[config.mk]
export PLATFORM = sky130hd
export DESIGN_NAME = shift_add_multiplier
export DESIGN_NICKNAME = d
export VERILOG_FILES = /design/src/rtl/shift_add_multiplier_pkg.sv /design/src/rtl/shift_add_multiplier_rca32.sv /design/src/rtl/shift_add_multiplier.sv
export SDC_FILE = /design/constraint.sdc
export NUM_CORES = 1
export LEC_CHECK = 0
export ABC_AREA = 1
export CORE_MARGIN = 2
export CORE_UTILIZATION = 40
export DETAILED_ROUTE_END_ITERATION = 7
export PLACE_DENSITY = 0.61
export SETUP_SLACK_MARGIN = 0.3
export SYNTH_ARGS = -nofsm -noshare
export SYNTH_HDL_FRONTEND = slang
export SYNTH_SLANG_ARGS = --single-unit
export TNS_END_PERCENT = 1
[constraint.sdc]
create_clock -name clk -period 23.6 [get_ports clk]
set_input_delay 4.72 -clock clk [delete_from_list [all_inputs] [get_ports clk]]
set_output_delay 4.72 -clock clk [all_outputs]
set_load 0.02 [all_outputs]
[src/rtl/shift_add_multiplier_pkg.sv]
// Shared definitions for the shift-add multiplier: width, iteration count,
// FSM state encoding and a small conditional-invert helper for the adder muxes.
package shift_add_multiplier_pkg;

  localparam int MULT_W    = 32;
  localparam int MULT_ITER = 32;

  // Value of the iteration counter on the last RUN cycle
  localparam logic [4:0] LAST_ITER = 5'(MULT_ITER - 1);

  typedef enum logic [2:0] {
    S_IDLE   = 3'd0,
    S_ABS_A  = 3'd1,
    S_ABS_B  = 3'd2,
    S_RUN    = 3'd3,
    S_NEG_LO = 3'd4,
    S_NEG_HI = 3'd5,
    S_DONE   = 3'd6
  } state_e;

  // One's complement of x when en is set; with cin=en the adder turns this
  // into a two's-complement negate.
  function automatic logic [MULT_W-1:0] cond_invert(input logic [MULT_W-1:0] x,
                                                    input logic              en);
    return x ^ {MULT_W{en}};
  endfunction

endpackage

[src/rtl/shift_add_multiplier_rca32.sv]
// 32-bit ripple-carry adder shared by every step of the multiplier
// (absolute value, partial-product accumulate, result negate).
module shift_add_multiplier_rca32
  import shift_add_multiplier_pkg::*;
(
  input  logic [MULT_W-1:0] a_i,
  input  logic [MULT_W-1:0] b_i,
  input  logic              cin_i,
  output logic [MULT_W-1:0] sum_o,
  output logic              cout_o
);

  logic carry;

  // Bit-serial carry chain, LSB first
  always_comb begin
    sum_o = '0;
    carry = cin_i;
    for (int i = 0; i < MULT_W; i++) begin
      sum_o[i] = a_i[i] ^ b_i[i] ^ carry;
      carry    = (a_i[i] & b_i[i]) | (carry & (a_i[i] ^ b_i[i]));
    end
    cout_o = carry;
  end

endmodule

[src/rtl/shift_add_multiplier.sv]
// Multi-cycle 32x32->64 shift-add multiplier, unsigned or two's complement.
// Signed operands are converted to magnitudes, multiplied unsigned, and the
// 64-bit result is negated in two halves. All arithmetic goes through one
// ripple-carry adder whose operands are selected by FSM state.
module shift_add_multiplier
  import shift_add_multiplier_pkg::*;
(
  input  logic        clk,
  input  logic        rst_n,
  input  logic        start,
  input  logic        is_signed,
  input  logic [31:0] a,
  input  logic [31:0] b,
  output logic        busy,
  output logic        done,
  output logic [63:0] product
);

  state_e             state_q, state_d;
  logic [MULT_W-1:0]  m_q, m_d;
  logic [MULT_W-1:0]  hi_q, hi_d;
  logic [MULT_W-1:0]  lo_q, lo_d;
  logic [4:0]         cnt_q, cnt_d;
  logic               neg_q, neg_d;
  logic               sgn_q, sgn_d;
  logic               k_q, k_d;
  logic [63:0]        product_q, product_d;

  logic [MULT_W-1:0]  add_a, add_b, add_sum;
  logic               add_cin, add_cout;
  logic               accept;

  shift_add_multiplier_rca32 u_rca32 (
    .a_i    (add_a),
    .b_i    (add_b),
    .cin_i  (add_cin),
    .sum_o  (add_sum),
    .cout_o (add_cout)
  );

  // Adder operand selection; depends only on registered state
  always_comb begin
    add_a   = '0;
    add_b   = '0;
    add_cin = 1'b0;
    unique case (state_q)
      S_ABS_A: begin
        add_a   = cond_invert(m_q, m_q[MULT_W-1]);
        add_cin = m_q[MULT_W-1];
      end
      S_ABS_B: begin
        add_a   = cond_invert(lo_q, lo_q[MULT_W-1]);
        add_cin = lo_q[MULT_W-1];
      end
      S_RUN: begin
        add_a = hi_q;
        add_b = lo_q[0] ? m_q : '0;
      end
      S_NEG_LO: begin
        add_a   = cond_invert(lo_q, neg_q);
        add_cin = neg_q;
      end
      S_NEG_HI: begin
        add_a   = cond_invert(hi_q, neg_q);
        add_cin = neg_q & k_q;
      end
      default: ;
    endcase
  end

  // A new request is taken in IDLE, and also in DONE so that back-to-back
  // operations start on the edge that leaves DONE.
  assign accept = start && ((state_q == S_IDLE) || (state_q == S_DONE));

  // Next-state and datapath register updates
  always_comb begin
    state_d   = state_q;
    m_d       = m_q;
    hi_d      = hi_q;
    lo_d      = lo_q;
    cnt_d     = cnt_q;
    neg_d     = neg_q;
    sgn_d     = sgn_q;
    k_d       = k_q;
    product_d = product_q;

    unique case (state_q)
      S_IDLE: ;
      S_ABS_A: begin
        m_d     = add_sum;
        state_d = S_ABS_B;
      end
      S_ABS_B: begin
        lo_d    = add_sum;
        state_d = S_RUN;
      end
      S_RUN: begin
        // {HI,LO} <- {cout, sum, LO} >> 1
        hi_d  = {add_cout, add_sum[MULT_W-1:1]};
        lo_d  = {add_sum[0], lo_q[MULT_W-1:1]};
        cnt_d = cnt_q + 5'd1;
        if (cnt_q == LAST_ITER) begin
          if (sgn_q) begin
            state_d = S_NEG_LO;
          end else begin
            state_d   = S_DONE;
            product_d = {hi_d, lo_d};
          end
        end
      end
      S_NEG_LO: begin
        lo_d    = add_sum;
        k_d     = add_cout;
        state_d = S_NEG_HI;
      end
      S_NEG_HI: begin
        hi_d      = add_sum;
        state_d   = S_DONE;
        product_d = {add_sum, lo_q};
      end
      S_DONE: begin
        state_d = S_IDLE;
      end
      default: begin
        state_d = S_IDLE;
      end
    endcase

    if (accept) begin
      m_d     = a;
      lo_d    = b;
      hi_d    = '0;
      cnt_d   = '0;
      k_d     = 1'b0;
      sgn_d   = is_signed;
      neg_d   = is_signed & (a[MULT_W-1] ^ b[MULT_W-1]);
      state_d = is_signed ? S_ABS_A : S_RUN;
    end
  end

  // State and datapath registers with synchronous active-low reset
  always_ff @(posedge clk) begin
    if (!rst_n) begin
      state_q   <= S_IDLE;
      m_q       <= '0;
      hi_q      <= '0;
      lo_q      <= '0;
      cnt_q     <= '0;
      neg_q     <= 1'b0;
      sgn_q     <= 1'b0;
      k_q       <= 1'b0;
      product_q <= '0;
    end else begin
      state_q   <= state_d;
      m_q       <= m_d;
      hi_q      <= hi_d;
      lo_q      <= lo_d;
      cnt_q     <= cnt_d;
      neg_q     <= neg_d;
      sgn_q     <= sgn_d;
      k_q       <= k_d;
      product_q <= product_d;
    end
  end

  assign busy    = (state_q != S_IDLE);
  assign done    = (state_q == S_DONE);
  assign product = product_q;

endmodule
# Word level (Yosys, flattened, before mapping)
# Cells that the tools add are included.
# op_classes
add_sub_neg	1
n_eq_ne	11
muxes	17
n_bitwise	168
n_reduce_logical	11
# op_table
op	count
$mux W32	5
$pmux W32 S5	1
$mux W64	2
$pmux W32 S2	2
$pmux W64 S2	1
$xor A32 B32 Y32	4
$and A1 B1 Y1	66
$xor A1 B1 Y1	65
$or A1 B1 Y1	32
$pmux W3 S6	1
$eq A3 B3 Y1 const B	3
$eq A3 B2 Y1 const B	2
$mux W3	2
$ne A2 B2 Y1 const B	3
$reduce_bool A3 Y1	2
$add A5 B1 Y5 const B	1
$eq A5 B5 Y1 const B	1
$mux W2	2
$pmux W1 S4	1
$reduce_bool A2 Y1	2
$reduce_or A2 Y1	2
$eq A3 B1 Y1 const B	1
$logic_not A3 Y1	1
$ne A3 B3 Y1 const B	1
5 further kinds	5
# word_totals
ff_bits	171
in_bits	68
out_inout_bits	66
wordCells	217

# Depth between registers and ports, before layout
# Gate-level depths: netlist of the first run.
# depth
ltp_word	70
ltp_mapped	48
ltp_nobuf	46

# Hierarchy
# From an unflattened synthesis of the first run, not the netlist that was laid out.
# hier_totals
hier_cells	1863
hier_area_um2	11179.5
# by_module_without_submodules
module	n_inst	cells_per_inst	area_each_um2	seq_area_each_um2
shift_add_multiplier	1	1821	10501.3	3423.3
shift_add_multiplier_rca32	1	42	678.2	0.0

# Worst setup path after synthesis of the first run
# Ideal clock, no wire load.
# synth_timing
kind	register to register
startpoint	reg state_q[1]
endpoint	reg hi_q[30]
setup_ns	0.070
t_arrival_ns	15.392
t_required_ns	23.530
setup_slack_ns	8.138
stages_incl_launch_ff	46
path_buffers	2
period_less_slack_ns	15.462
path_cell_list	dfxtp_1 buf_4 nor2_1 nand2_1 clkbuf_1 nand2_1 nand3_1 o221ai_1 fa_1 fa_1 fa_1 fa_1 fa_1 fa_1 fa_1 fa_1 fa_1 fa_1 [10 not listed] fa_1 fa_1 fa_1 fa_1 fa_1 fa_1 fa_1 fa_1 inv_1 fa_1 fa_1 fa_1 fa_1 inv_1 nand2_1 o21ai_0 nand2_1 a21oi_1
# synth_via
elab_chain_len	67
elab_cells_between_ends	142
classes_between	6 x eq/ne; 4 x mux; 127 x bitwise; 5 x reduce/logical
# synth_rtl
item	line_no	source
start: declaration	shift_add_multiplier.sv:19	state_e state_q, state_d;
start signal: assignment	shift_add_multiplier.sv:154	state_q <= state_d;
$eq A3 B3 Y1 (tied with other cells)	shift_add_multiplier.sv:46, shift_add_multiplier.sv:87	
$pmux W32 S5 or $mux W32 (tied branches)	shift_add_multiplier.sv:46	unique case (state_q)
$xor A1 B1 Y1	shift_add_multiplier_rca32.sv:21	carry = (a_i[i] & b_i[i]) | (carry & (a_i[i] ^ b_i[i]));
$and A1 B1 Y1	shift_add_multiplier_rca32.sv:21	
$or A1 B1 Y1	shift_add_multiplier_rca32.sv:21	
$and A1 B1 Y1	shift_add_multiplier_rca32.sv:21	
$or A1 B1 Y1	shift_add_multiplier_rca32.sv:21	
$and A1 B1 Y1	shift_add_multiplier_rca32.sv:21	
[51 not listed]	--	
$and A1 B1 Y1	shift_add_multiplier_rca32.sv:21	
$or A1 B1 Y1	shift_add_multiplier_rca32.sv:21	
$and A1 B1 Y1	shift_add_multiplier_rca32.sv:21	
$or A1 B1 Y1	shift_add_multiplier_rca32.sv:21	
$and A1 B1 Y1	shift_add_multiplier_rca32.sv:21	
$or A1 B1 Y1	shift_add_multiplier_rca32.sv:21	
$xor A1 B1 Y1	shift_add_multiplier_rca32.sv:20	sum_o[i] = a_i[i] ^ b_i[i] ^ carry;
$pmux W32 S2	shift_add_multiplier.sv:87	unique case (state_q)
end signal: assignment	shift_add_multiplier.sv:156	hi_q <= hi_d;
end: declaration	shift_add_multiplier.sv:21	logic [MULT_W-1:0] hi_q, hi_d;
# Several ways; a longest one is shown, not always the timed one.
# A chain may end at the register's enable or synchronous reset.

# Final worst setup path of the first run
# layout_timing
startpoint	reg state_q[2]
endpoint	reg hi_q[30]
# The elaborated chain is that of the path after synthesis.

==> impl_metrics.env, run 1 <==
export IMPL_outcome="finished clean"
export IMPL_hold_buffers=0
export IMPL_cp_endpoint="hi_q[30]$_SDFFE_PP0P_"
export IMPL_cp_required_ns=23.95
export IMPL_cts_tree="yes"
export IMPL_cellPowerDensity_nw_per_um2=95.96
export IMPL_max_slew_margin_pct=22.77
export IMPL_rows=61
export IMPL_clockRootBuffer="clkbuf_16"
export IMPL_max_freq_mhz=58.79
export IMPL_synthToLayoutAreaGrowth_pct=18.04
export IMPL_seq_area_frac_synth_pct=30.77
export IMPL_portBuffers=133
export IMPL_htreeDepth=4
export IMPL_drt_first_pass_iters=6
export IMPL_r2r_start="state_q[2]$_SDFFE_PN0P_"
export IMPL_clock_path_buffers=2
export IMPL_reg2reg_depth=44
export IMPL_syn_nets=1908
export IMPL_cp_end_kind="flip-flop"
export IMPL_grt_pass1_vias=11000
export IMPL_die_area_um2=29160
export IMPL_drcViolationCount=0
export IMPL_grt_max_degree=100
export IMPL_path_class="flip-flop to flip-flop"
export IMPL_crit_fanout=42
export IMPL_rsz0062_at_grt="false"
export IMPL_fp_dieW_um=170.8
export IMPL_drv_cap=0
export IMPL_finalNetCount=1953
export IMPL_drv_slew=0
export IMPL_skew_ns=0.01905
export IMPL_max_stage_delay_ns=0.53
export IMPL_total_power_mw=1.260
export IMPL_ys_ff_latch=171
export IMPL_routed_wirelength_um=38010
export IMPL_worst_slew_pin_slew_ns=1.158
export IMPL_wl_per_cell_um=16.96
export IMPL_vdd_drop_max_v=0.00005521
export IMPL_gr_usage_met2_pct=38.57
export IMPL_ant_nets=0
export IMPL_ioPinCount=134
export IMPL_gr_usage_met1_pct=38.76
export IMPL_grt_antenna_before_repair=0
export IMPL_grt_ovfl_total=0
export IMPL_reg2reg_slack_ns=6.59
export IMPL_final_min_clock_period_ns=17.01
export IMPL_cts_resized_gates=0
export IMPL_start_util_pct=40.38
export IMPL_final_period_utilization_pct=72.07
export IMPL_grt_usage_pct=26.28
export IMPL_reg2reg_to="hi_q[30]$_SDFFE_PP0P_"
export IMPL_path_common_cell="fa_1"
export IMPL_gp_congestion=0.8771
export IMPL_busiest_layer="met1"
export IMPL_cts_made_buffers=17
export IMPL_numClockSinks=171
export IMPL_setup_viol=0
export IMPL_cp_data_arrival_time_ns=17.36
export IMPL_synth_cell_types=31
export IMPL_hold_viol=0
export IMPL_synthCells=1806
export IMPL_post_cts_buffers=0
export IMPL_first_iter_violations=1277
export IMPL_use_met3_pct=5.297
export IMPL_clk_latency_ns=0.45
export IMPL_startpoint="state_q[2]$_SDFFE_PN0P_"
export IMPL_avgSynthCellArea_um2=6.160
export IMPL_fillers=2953
export IMPL_dieHeight_um=170.8
export IMPL_hpwl_um=24610
export IMPL_syn_area_um2=11120
export IMPL_setup_tns_ns=0
export IMPL_vias_per_cell=5.265
export IMPL_num_vias=11800
export IMPL_critPathLaunchType="flip-flop"
export IMPL_yosys_warnings=0
export IMPL_core_area_um2=27550
export IMPL_antenna_cells=0
export IMPL_slowest_stage="dfxtp_1"
export IMPL_leakagePower_nw=5.476
export IMPL_hp_class="flip-flop to flip-flop"
export IMPL_cts_clk_slew_worst_paths_ns=0.08
export IMPL_grt_pass1_wl_um=59970
export IMPL_drive_gt1_share_pct=4.187
## report_power, final
group / internal [mW] / switching [mW]
Clock: 0.161 / 0.135
Combinational: 0.193 / 0.403
Sequential: 0.331 / 0.0364
Total: 0.686 / 0.574
## synth_stat cells, drive strengths merged
library cell	instances	area share, %
nand2	650	22
nor2	208	7.1
dfxtp	171	31
o21ai	163	7.5
a21oi	135	6.2
inv	114	3.8
nand3	107	4.9
buf	68	3.1
clkbuf	60	2.0
nand4	33	1.9
fa	32	5.8
xnor2	28	2.2
xor2	28	2.2
clkinv	2	0.079
ha	2	0.22
nor3b	1	0.068
o211ai	1	0.068
o221ai	1	0.079
o22ai	1	0.056
or2	1	0.056
## through the flow
stage | setup slack, ns | utilization [%] | instances | instance area [µm²] | hold WS (ns)
after global placement | 6.864 | 45.50 | 2210 | 12540 | 0.4542
final | 6.591 | 47.66 | 2241 | 13130 | 0.4654
after CTS | 6.538 | 47.66 | 2241 | 13130 | 0.4674
after global routing | 5.948 | 47.66 | 2241 | 13130 | 0.4796
after floorplan | 8.138 | - | 1806 | 11120 | 0.4443
after detailed placement | 6.645 | 45.50 | 2210 | 12540 | 0.4568
## cells by family after synthesis
group | Yosys count | synth area share, %
flip-flops | 171 | 30.77
AO/OA/AOI/OAI | 301 | 13.88
AND/OR/NAND/NOR | 1000 | 35.90
buffers and inverters | 244 | 9.054
XOR/XNOR | 56 | 4.409
adder cells (fa/ha/maj) | 34 | 5.984
## critical path: cells and delay by family, from the launching register on
kind,cells,cell delay (ns)
fa+ha+maj,32,14.14
buf+inv,5,1.29
simple gates,5,0.57
flops,1,0.53
compound gates,2,0.33
## placed cells by master, fill, tap and decap left out, types with 5 or more instances in the layout
cell and count:
nor2_1 204, o21ai_1 12, o21ai_2 5, fa_1 32, nand4_1 33, clkdlybuf4s50_1 132, a21oi_1 134, nand3_1 106
inv_1 108, inv_6 5, xor2_1 28, nand2_1 645, xnor2_1 28, buf_4 21, dfxtp_1 170, o21ai_0 146
inv_2 6, clkbuf_16 17
## state kept, by name, indices dropped and copies added, names as in the netlist
name and count:
cnt_q 5, hi_q 32, k_q 1, lo_q 32
m_q 32, neg_q 1, product 64, sgn_q 1
state_q 3
## area by class of cell
class	instances	area (µm²)	share of cell area, %
clock buffers	18	439.2	3.344
clock inverters	13	155.1	1.182
inverters	116	436.7	3.325
multi-input cells	1391	6719	51.17
flip-flops and latches	171	3425	26.08
well taps	378	473.0	3.602
repair buffers	154	1484	11.30
## routing by layer
metal / wire length (µm) / vias to the layer above
met3: 3710 / 56
met5: 0 / -
met1: 18020 / 5389
met4: 694 / 0
li1: - / 5800
met2: 15580 / 553
## worst min path at each step
stage | from | to | cells after the start
floorplan | cnt_q[4]$_SDFFE_PP0N_ | cnt_q[4]$_SDFFE_PP0N_ | 2
global placement | product[45]$_SDFFE_PN0P_ | product[45]$_SDFFE_PN0P_ | 2
detailed placement | product[52]$_SDFFE_PN0P_ | product[52]$_SDFFE_PN0P_ | 2
CTS | product[52]$_SDFFE_PN0P_ | product[52]$_SDFFE_PN0P_ | 2
global route | product[52]$_SDFFE_PN0P_ | product[52]$_SDFFE_PN0P_ | 2
finish | product[5]$_SDFFE_PN0P_ | product[5]$_SDFFE_PN0P_ | 2
No activity file was read; power rests on OpenSTA's default activity.
==> inputs of run 2 (changes only) <==
--- a/config.mk
+++ b/config.mk
@@ -9,7 +9,7 @@
 export CORE_MARGIN = 2
 export CORE_UTILIZATION = 40
 export DETAILED_ROUTE_END_ITERATION = 7
-export PLACE_DENSITY = 0.61
+export PLACE_DENSITY = 0.64
 export SETUP_SLACK_MARGIN = 0.3
 export SYNTH_ARGS = -nofsm -noshare
 export SYNTH_HDL_FRONTEND = slang
==> constraint.sdc (replaced) <==
create_clock -name clk -period 15.58 [get_ports clk]
set_input_delay 3.116 -clock clk [delete_from_list [all_inputs] [get_ports clk]]
set_output_delay 3.116 -clock clk [all_outputs]
set_load 0.02 [all_outputs]
==> impl_metrics.env, run 2 (same netlist as run 1, synthesis figures left out) <==
export IMPL_vdd_drop_max_v=0.00008246
export IMPL_ant_nets=0
export IMPL_drv_slew=0
export IMPL_setup_tns_ns=0
export IMPL_hpwl_um=25370
export IMPL_drive_gt1_share_pct=6.818
export IMPL_fillers=2861
export IMPL_fp_dieW_um=170.8
export IMPL_start_util_pct=40.38
export IMPL_hold_buffers=0
export IMPL_wl_per_cell_um=16.60
export IMPL_finalNetCount=1981
export IMPL_max_slew_margin_pct=17.63
export IMPL_final_min_clock_period_ns=14.73
export IMPL_cp_required_ns=15.93
export IMPL_cellPowerDensity_nw_per_um2=143.0
export IMPL_final_period_utilization_pct=94.54
export IMPL_cp_data_arrival_time_ns=15.08
export IMPL_routed_wirelength_um=37670
export IMPL_cp_endpoint="product[63]$_SDFFE_PN0P_"
export IMPL_critPathLaunchType="flip-flop"
export IMPL_vias_per_cell=5.241
export IMPL_grt_pass1_vias=10810
export IMPL_clock_path_buffers=2
export IMPL_drv_cap=0
export IMPL_path_class="flip-flop to flip-flop"
export IMPL_first_iter_violations=1329
export IMPL_skew_ns=0.01723
export IMPL_clockRootBuffer="clkbuf_16"
export IMPL_drt_first_pass_iters=6
export IMPL_portBuffers=133
export IMPL_fin_ws_ns=0.8507
export IMPL_r2r_start="state_q[1]$_SDFFE_PN0P_"
export IMPL_ioPinCount=134
export IMPL_slowest_stage="fa_1"
export IMPL_path_common_cell="fa_2"
export IMPL_reg2reg_to="product[63]$_SDFFE_PN0P_"
export IMPL_cts_clk_slew_worst_paths_ns=0.08
export IMPL_dieHeight_um=170.8
export IMPL_outcome="finished clean"
export IMPL_crit_fanout=5
export IMPL_max_freq_mhz=67.89
export IMPL_dp_slack_ns=-0.1784
export IMPL_reg2reg_slack_ns=0.85
export IMPL_hp_class="flip-flop to flip-flop"
export IMPL_reg2reg_depth=42
export IMPL_grt_usage_pct=25.75
export IMPL_synthToLayoutAreaGrowth_pct=20.40
export IMPL_leakagePower_nw=5.563
export IMPL_rsz0062_at_grt="false"
export IMPL_htreeDepth=4
export IMPL_num_vias=11900
export IMPL_clk_latency_ns=0.45
export IMPL_antenna_cells=0
export IMPL_gp_congestion=0.8784
export IMPL_grt_max_degree=70
export IMPL_grt_pass1_wl_um=58840
export IMPL_die_area_um2=29160
export IMPL_core_area_um2=27550
export IMPL_max_stage_delay_ns=0.47
export IMPL_final_cell_mix="nand2_1 (644), nor2_1 (204), dfxtp_1 (168)"
export IMPL_worst_path_stages=42
export IMPL_drcViolationCount=0
export IMPL_rows=61
export IMPL_grt_ovfl_total=0
export IMPL_largest_register_ffs=64
export IMPL_post_cts_buffers=0
export IMPL_layout_commonest_cell="nand2_1"
export IMPL_critical_path_top_delay_family="adder cells"
export IMPL_cp_end_kind="flip-flop"
export IMPL_worst_slew_pin_slew_ns=1.234
export IMPL_grt_antenna_before_repair=0
export IMPL_worst_path_buf_inv=3
export IMPL_hold_viol=0
export IMPL_cts_tree="yes"
export IMPL_startpoint="state_q[1]$_SDFFE_PN0P_"
export IMPL_cts_made_buffers=17
export IMPL_numClockSinks=171
export IMPL_setup_viol=0
run 2: worst min-delay path by stage:
stage,start,end,slack (ns),cells after the start
after floorplan,cnt_q[4]$_SDFFE_PP0N_,cnt_q[4]$_SDFFE_PP0N_,0.44,2
after global placement,cnt_q[4]$_SDFFE_PP0N_,cnt_q[4]$_SDFFE_PP0N_,0.45,2
after detailed placement,product[43]$_SDFFE_PN0P_,product[43]$_SDFFE_PN0P_,0.46,2
after CTS,product[29]$_SDFFE_PN0P_,product[29]$_SDFFE_PN0P_,0.47,2
after global routing,product[16]$_SDFFE_PN0P_,product[16]$_SDFFE_PN0P_,0.48,2
final,product[29]$_SDFFE_PN0P_,product[29]$_SDFFE_PN0P_,0.46,2
run 2: cell type report:
class | instances | area, µm² | area share [%]
Multi-Input combinational cell | 1391 | 6777 | 50.59
Sequential cell | 171 | 3427 | 25.59
Timing Repair Buffer | 182 | 1694 | 12.65
Tap cell | 378 | 473.0 | 3.531
Inverter | 116 | 436.7 | 3.260
Clock buffer | 18 | 429.2 | 3.204
Clock inverter | 14 | 157.7 | 1.177
run 2: timing repair:
action                     4_1_cts  5_1_grt
pin swaps                        1        1
gates resized for setup         12       10
setup endpoints to repair       16       12
run 2: metrics by stage:
stage / std cells / total power [mW] / hold WS [ns] / utilization (%) / instance area [µm²]
finish: 2270 / 1.916 / 0.4632 / 48.61 / 13390
global route: 2270 / 2.044 / 0.4846 / 48.61 / 13390
global placement: 2238 / 1.457 / 0.4533 / 46.29 / 12750
floorplan: 1806 / 1.187 / 0.4443 / - / 11140
CTS: 2270 / 1.898 / 0.4669 / 48.54 / 13370
detailed placement: 2238 / 1.461 / 0.4554 / 46.29 / 12750
run 2: power by group:
group	internal (mW)	switching [mW]	total, mW
registers	0.502	0.0557	0.558
clock network	0.215	0.218	0.434
logic	0.310	0.614	0.924
run 2: worst register-to-register path, delay by kind of cell (launching register included):
| family | cells | cell delay (ns) |
|---|---|---|
| AO/OA/AOI/OAI | 3 | 0.36 |
| flip-flops | 1 | 0.36 |
| adder cells (fa/ha/maj) | 32 | 13.02 |
| AND/OR/NAND/NOR | 4 | 0.51 |
| buffers and inverters | 3 | 0.41 |
run 2: metal layers:
metal	global-route usage [%]	vias up	share of wire, %
li1	-	5860	-
met1	38.54	5485	47
met2	38.20	514	42
met3	4.349	37	9.2
met4	6.280	0	1.3
met5	0	-	0
==> inputs of run 3 (changes only) <==
--- a/config.mk
+++ b/config.mk
@@ -6,9 +6,12 @@
 export NUM_CORES = 1
 export LEC_CHECK = 0
 export ABC_AREA = 1
+export CAP_MARGIN = 40
+export CORE_ASPECT_RATIO = 1.1
 export CORE_MARGIN = 2
 export CORE_UTILIZATION = 40
 export DETAILED_ROUTE_END_ITERATION = 7
+export GPL_ROUTABILITY_DRIVEN = 1
 export PLACE_DENSITY = 0.64
 export SETUP_SLACK_MARGIN = 0.3
 export SYNTH_ARGS = -nofsm -noshare
==> impl_metrics.env, run 3 (same netlist as run 1, synthesis figures left out) <==
export IMPL_hp_class="flip-flop to flip-flop"
export IMPL_max_stage_delay_ns=0.47
export IMPL_grt_antenna_before_repair=0
export IMPL_hold_viol=0
export IMPL_multiInputGateArea_um2=6788
export IMPL_leakagePower_nw=5.621
export IMPL_setup_viol=0
export IMPL_first_iter_violations=1274
export IMPL_cts_clk_slew_worst_paths_ns=0.07
export IMPL_ioPinCount=134
export IMPL_fp_dieW_um=163.0
export IMPL_gp_congestion=0.8850
export IMPL_final_min_clock_period_ns=14.72
export IMPL_hpwl_um=25910
export IMPL_grt_pass1_wl_um=59400
export IMPL_cp_required_ns=15.95
export IMPL_max_freq_mhz=67.92
export IMPL_r2r_start="state_q[1]$_SDFFE_PN0P_"
export IMPL_setup_tns_ns=0
export IMPL_rsz0062_at_grt="false"
export IMPL_grt_ovfl_total=0
export IMPL_critPathLaunchType="flip-flop"
export IMPL_largest_register_ffs=64
export IMPL_drv_cap=0
export IMPL_worst_slew_pin_slew_ns=0.8856
export IMPL_drive_gt1_share_pct=7.368
export IMPL_gr_usage_met1_pct=36.61
export IMPL_final_period_utilization_pct=94.49
export IMPL_cp_end_kind="flip-flop"
export IMPL_core_area_um2=27630
export IMPL_finalNetCount=1989
export IMPL_crit_fanout=5
export IMPL_busiest_layer="met2"
export IMPL_register_area_um2=3427
export IMPL_path_class="flip-flop to flip-flop"
export IMPL_drcViolationCount=0
export IMPL_cp_endpoint="product[63]$_SDFFE_PN0P_"
export IMPL_fillers=2951
export IMPL_layout_commonest_cell="nand2_1"
export IMPL_antenna_cells=0
export IMPL_reg2reg_to="product[63]$_SDFFE_PN0P_"
export IMPL_vias_per_cell=5.208
export IMPL_outcome="finished clean"
export IMPL_reg2reg_depth=43
export IMPL_num_vias=11790
export IMPL_startpoint="state_q[1]$_SDFFE_PN0P_"
export IMPL_placed_area_um2=12840
export IMPL_dieHeight_um=178.9
export IMPL_wl_per_cell_um=16.73
export IMPL_clock_path_buffers=2
export IMPL_die_area_um2=29160
export IMPL_rows=64
export IMPL_grt_max_degree=69
export IMPL_start_util_pct=40.27
export IMPL_skew_ns=0.01285
export IMPL_routed_wirelength_um=37860
export IMPL_drv_slew=0
export IMPL_gr_usage_met2_pct=39.64
export IMPL_htreeDepth=4
export IMPL_synthToLayoutAreaGrowth_pct=21.17
export IMPL_reg2reg_slack_ns=0.86
export IMPL_grt_usage_pct=26.14
export IMPL_hold_buffers=0
export IMPL_vdd_drop_max_v=0.00006821
export IMPL_numClockSinks=171
export IMPL_cellPowerDensity_nw_per_um2=142.1
export IMPL_hp_start="product[56]$_SDFFE_PN0P_"
export IMPL_grt_pass1_vias=10990
export IMPL_clockRootBuffer="clkbuf_16"
export IMPL_portBuffers=133
export IMPL_max_slew_margin_pct=40.75
export IMPL_cts_tree="yes"
export IMPL_ant_nets=0
export IMPL_use_met3_pct=4.835
export IMPL_slowest_stage="fa_1"
export IMPL_drt_first_pass_iters=6
export IMPL_clk_latency_ns=0.44
export IMPL_cp_data_arrival_time_ns=15.09
export IMPL_fin_area_um2=13480
export IMPL_cts_made_buffers=17
export IMPL_final_cell_mix="nand2_1 (642), nor2_1 (204), dfxtp_1 (168)"
export IMPL_path_common_cell="fa_2"
-- run 3: through the flow --
| stage | setup slack [ns] | cells | total power, mW | hold WS [ns] | util [%] |
|---|---|---|---|---|---|
| floorplan | 0.3091 | 1806 | 1.187 | 0.4443 | - |
| global placement | -0.1446 | 2228 | 1.461 | 0.4524 | 46.24 |
| detailed placement | -0.1717 | 2231 | 1.474 | 0.4573 | 46.49 |
| CTS | 0.3048 | 2263 | 1.901 | 0.4676 | 48.69 |
| global route | 0.3493 | 2263 | 2.053 | 0.4809 | 48.79 |
| finish | 0.8577 | 2263 | 1.915 | 0.4652 | 48.79 |
-- run 3: timing repair --
item,CTS,global route
gates resized for setup,12,12
pin swaps,0,0
endpoints found under the hold margin,0,0
setup buffers,0,0
endpoints found under the setup margin,13,13
-- run 3: critical path: cells and delay by family, from the launching register on --
family,cells,cell delay [ns]
compound gates,2,0.33
fa+ha+maj,32,13.03
buf+inv,4,0.45
flops,1,0.36
simple gates,5,0.48
-- run 3: cell type report --
type | instances | area share (%)
multi-input combinational | 1391 | 50.36
sequential | 171 | 25.42
timing repair buffer | 190 | 13.35
tap | 363 | 3.370
inverter | 116 | 3.240
clock buffer | 18 | 3.184
clock inverter | 14 | 1.077
-- run 3: how the worst min path moves through the flow --
stage	cells after the start	to	slack [ns]
finish	2	product[56]$_SDFFE_PN0P_	0.47
global route	2	product[58]$_SDFFE_PN0P_	0.48
CTS	2	product[45]$_SDFFE_PN0P_	0.47
detailed placement	2	product[56]$_SDFFE_PN0P_	0.46
global placement	2	cnt_q[4]$_SDFFE_PP0N_	0.45
floorplan	2	cnt_q[4]$_SDFFE_PP0N_	0.44
-- run 3: per-layer routing --
layer	wire, µm	part of all wire, %
met5	0	0
met3	3025	8.0
met2	16080	42
met1	17700	47
met4	1054	2.8
-- run 3: report_power, final --
group / switching (mW) / internal, mW
clock network: 0.197 / 0.224
registers: 0.0547 / 0.502
logic: 0.617 / 0.320
total: 0.869 / 1.05
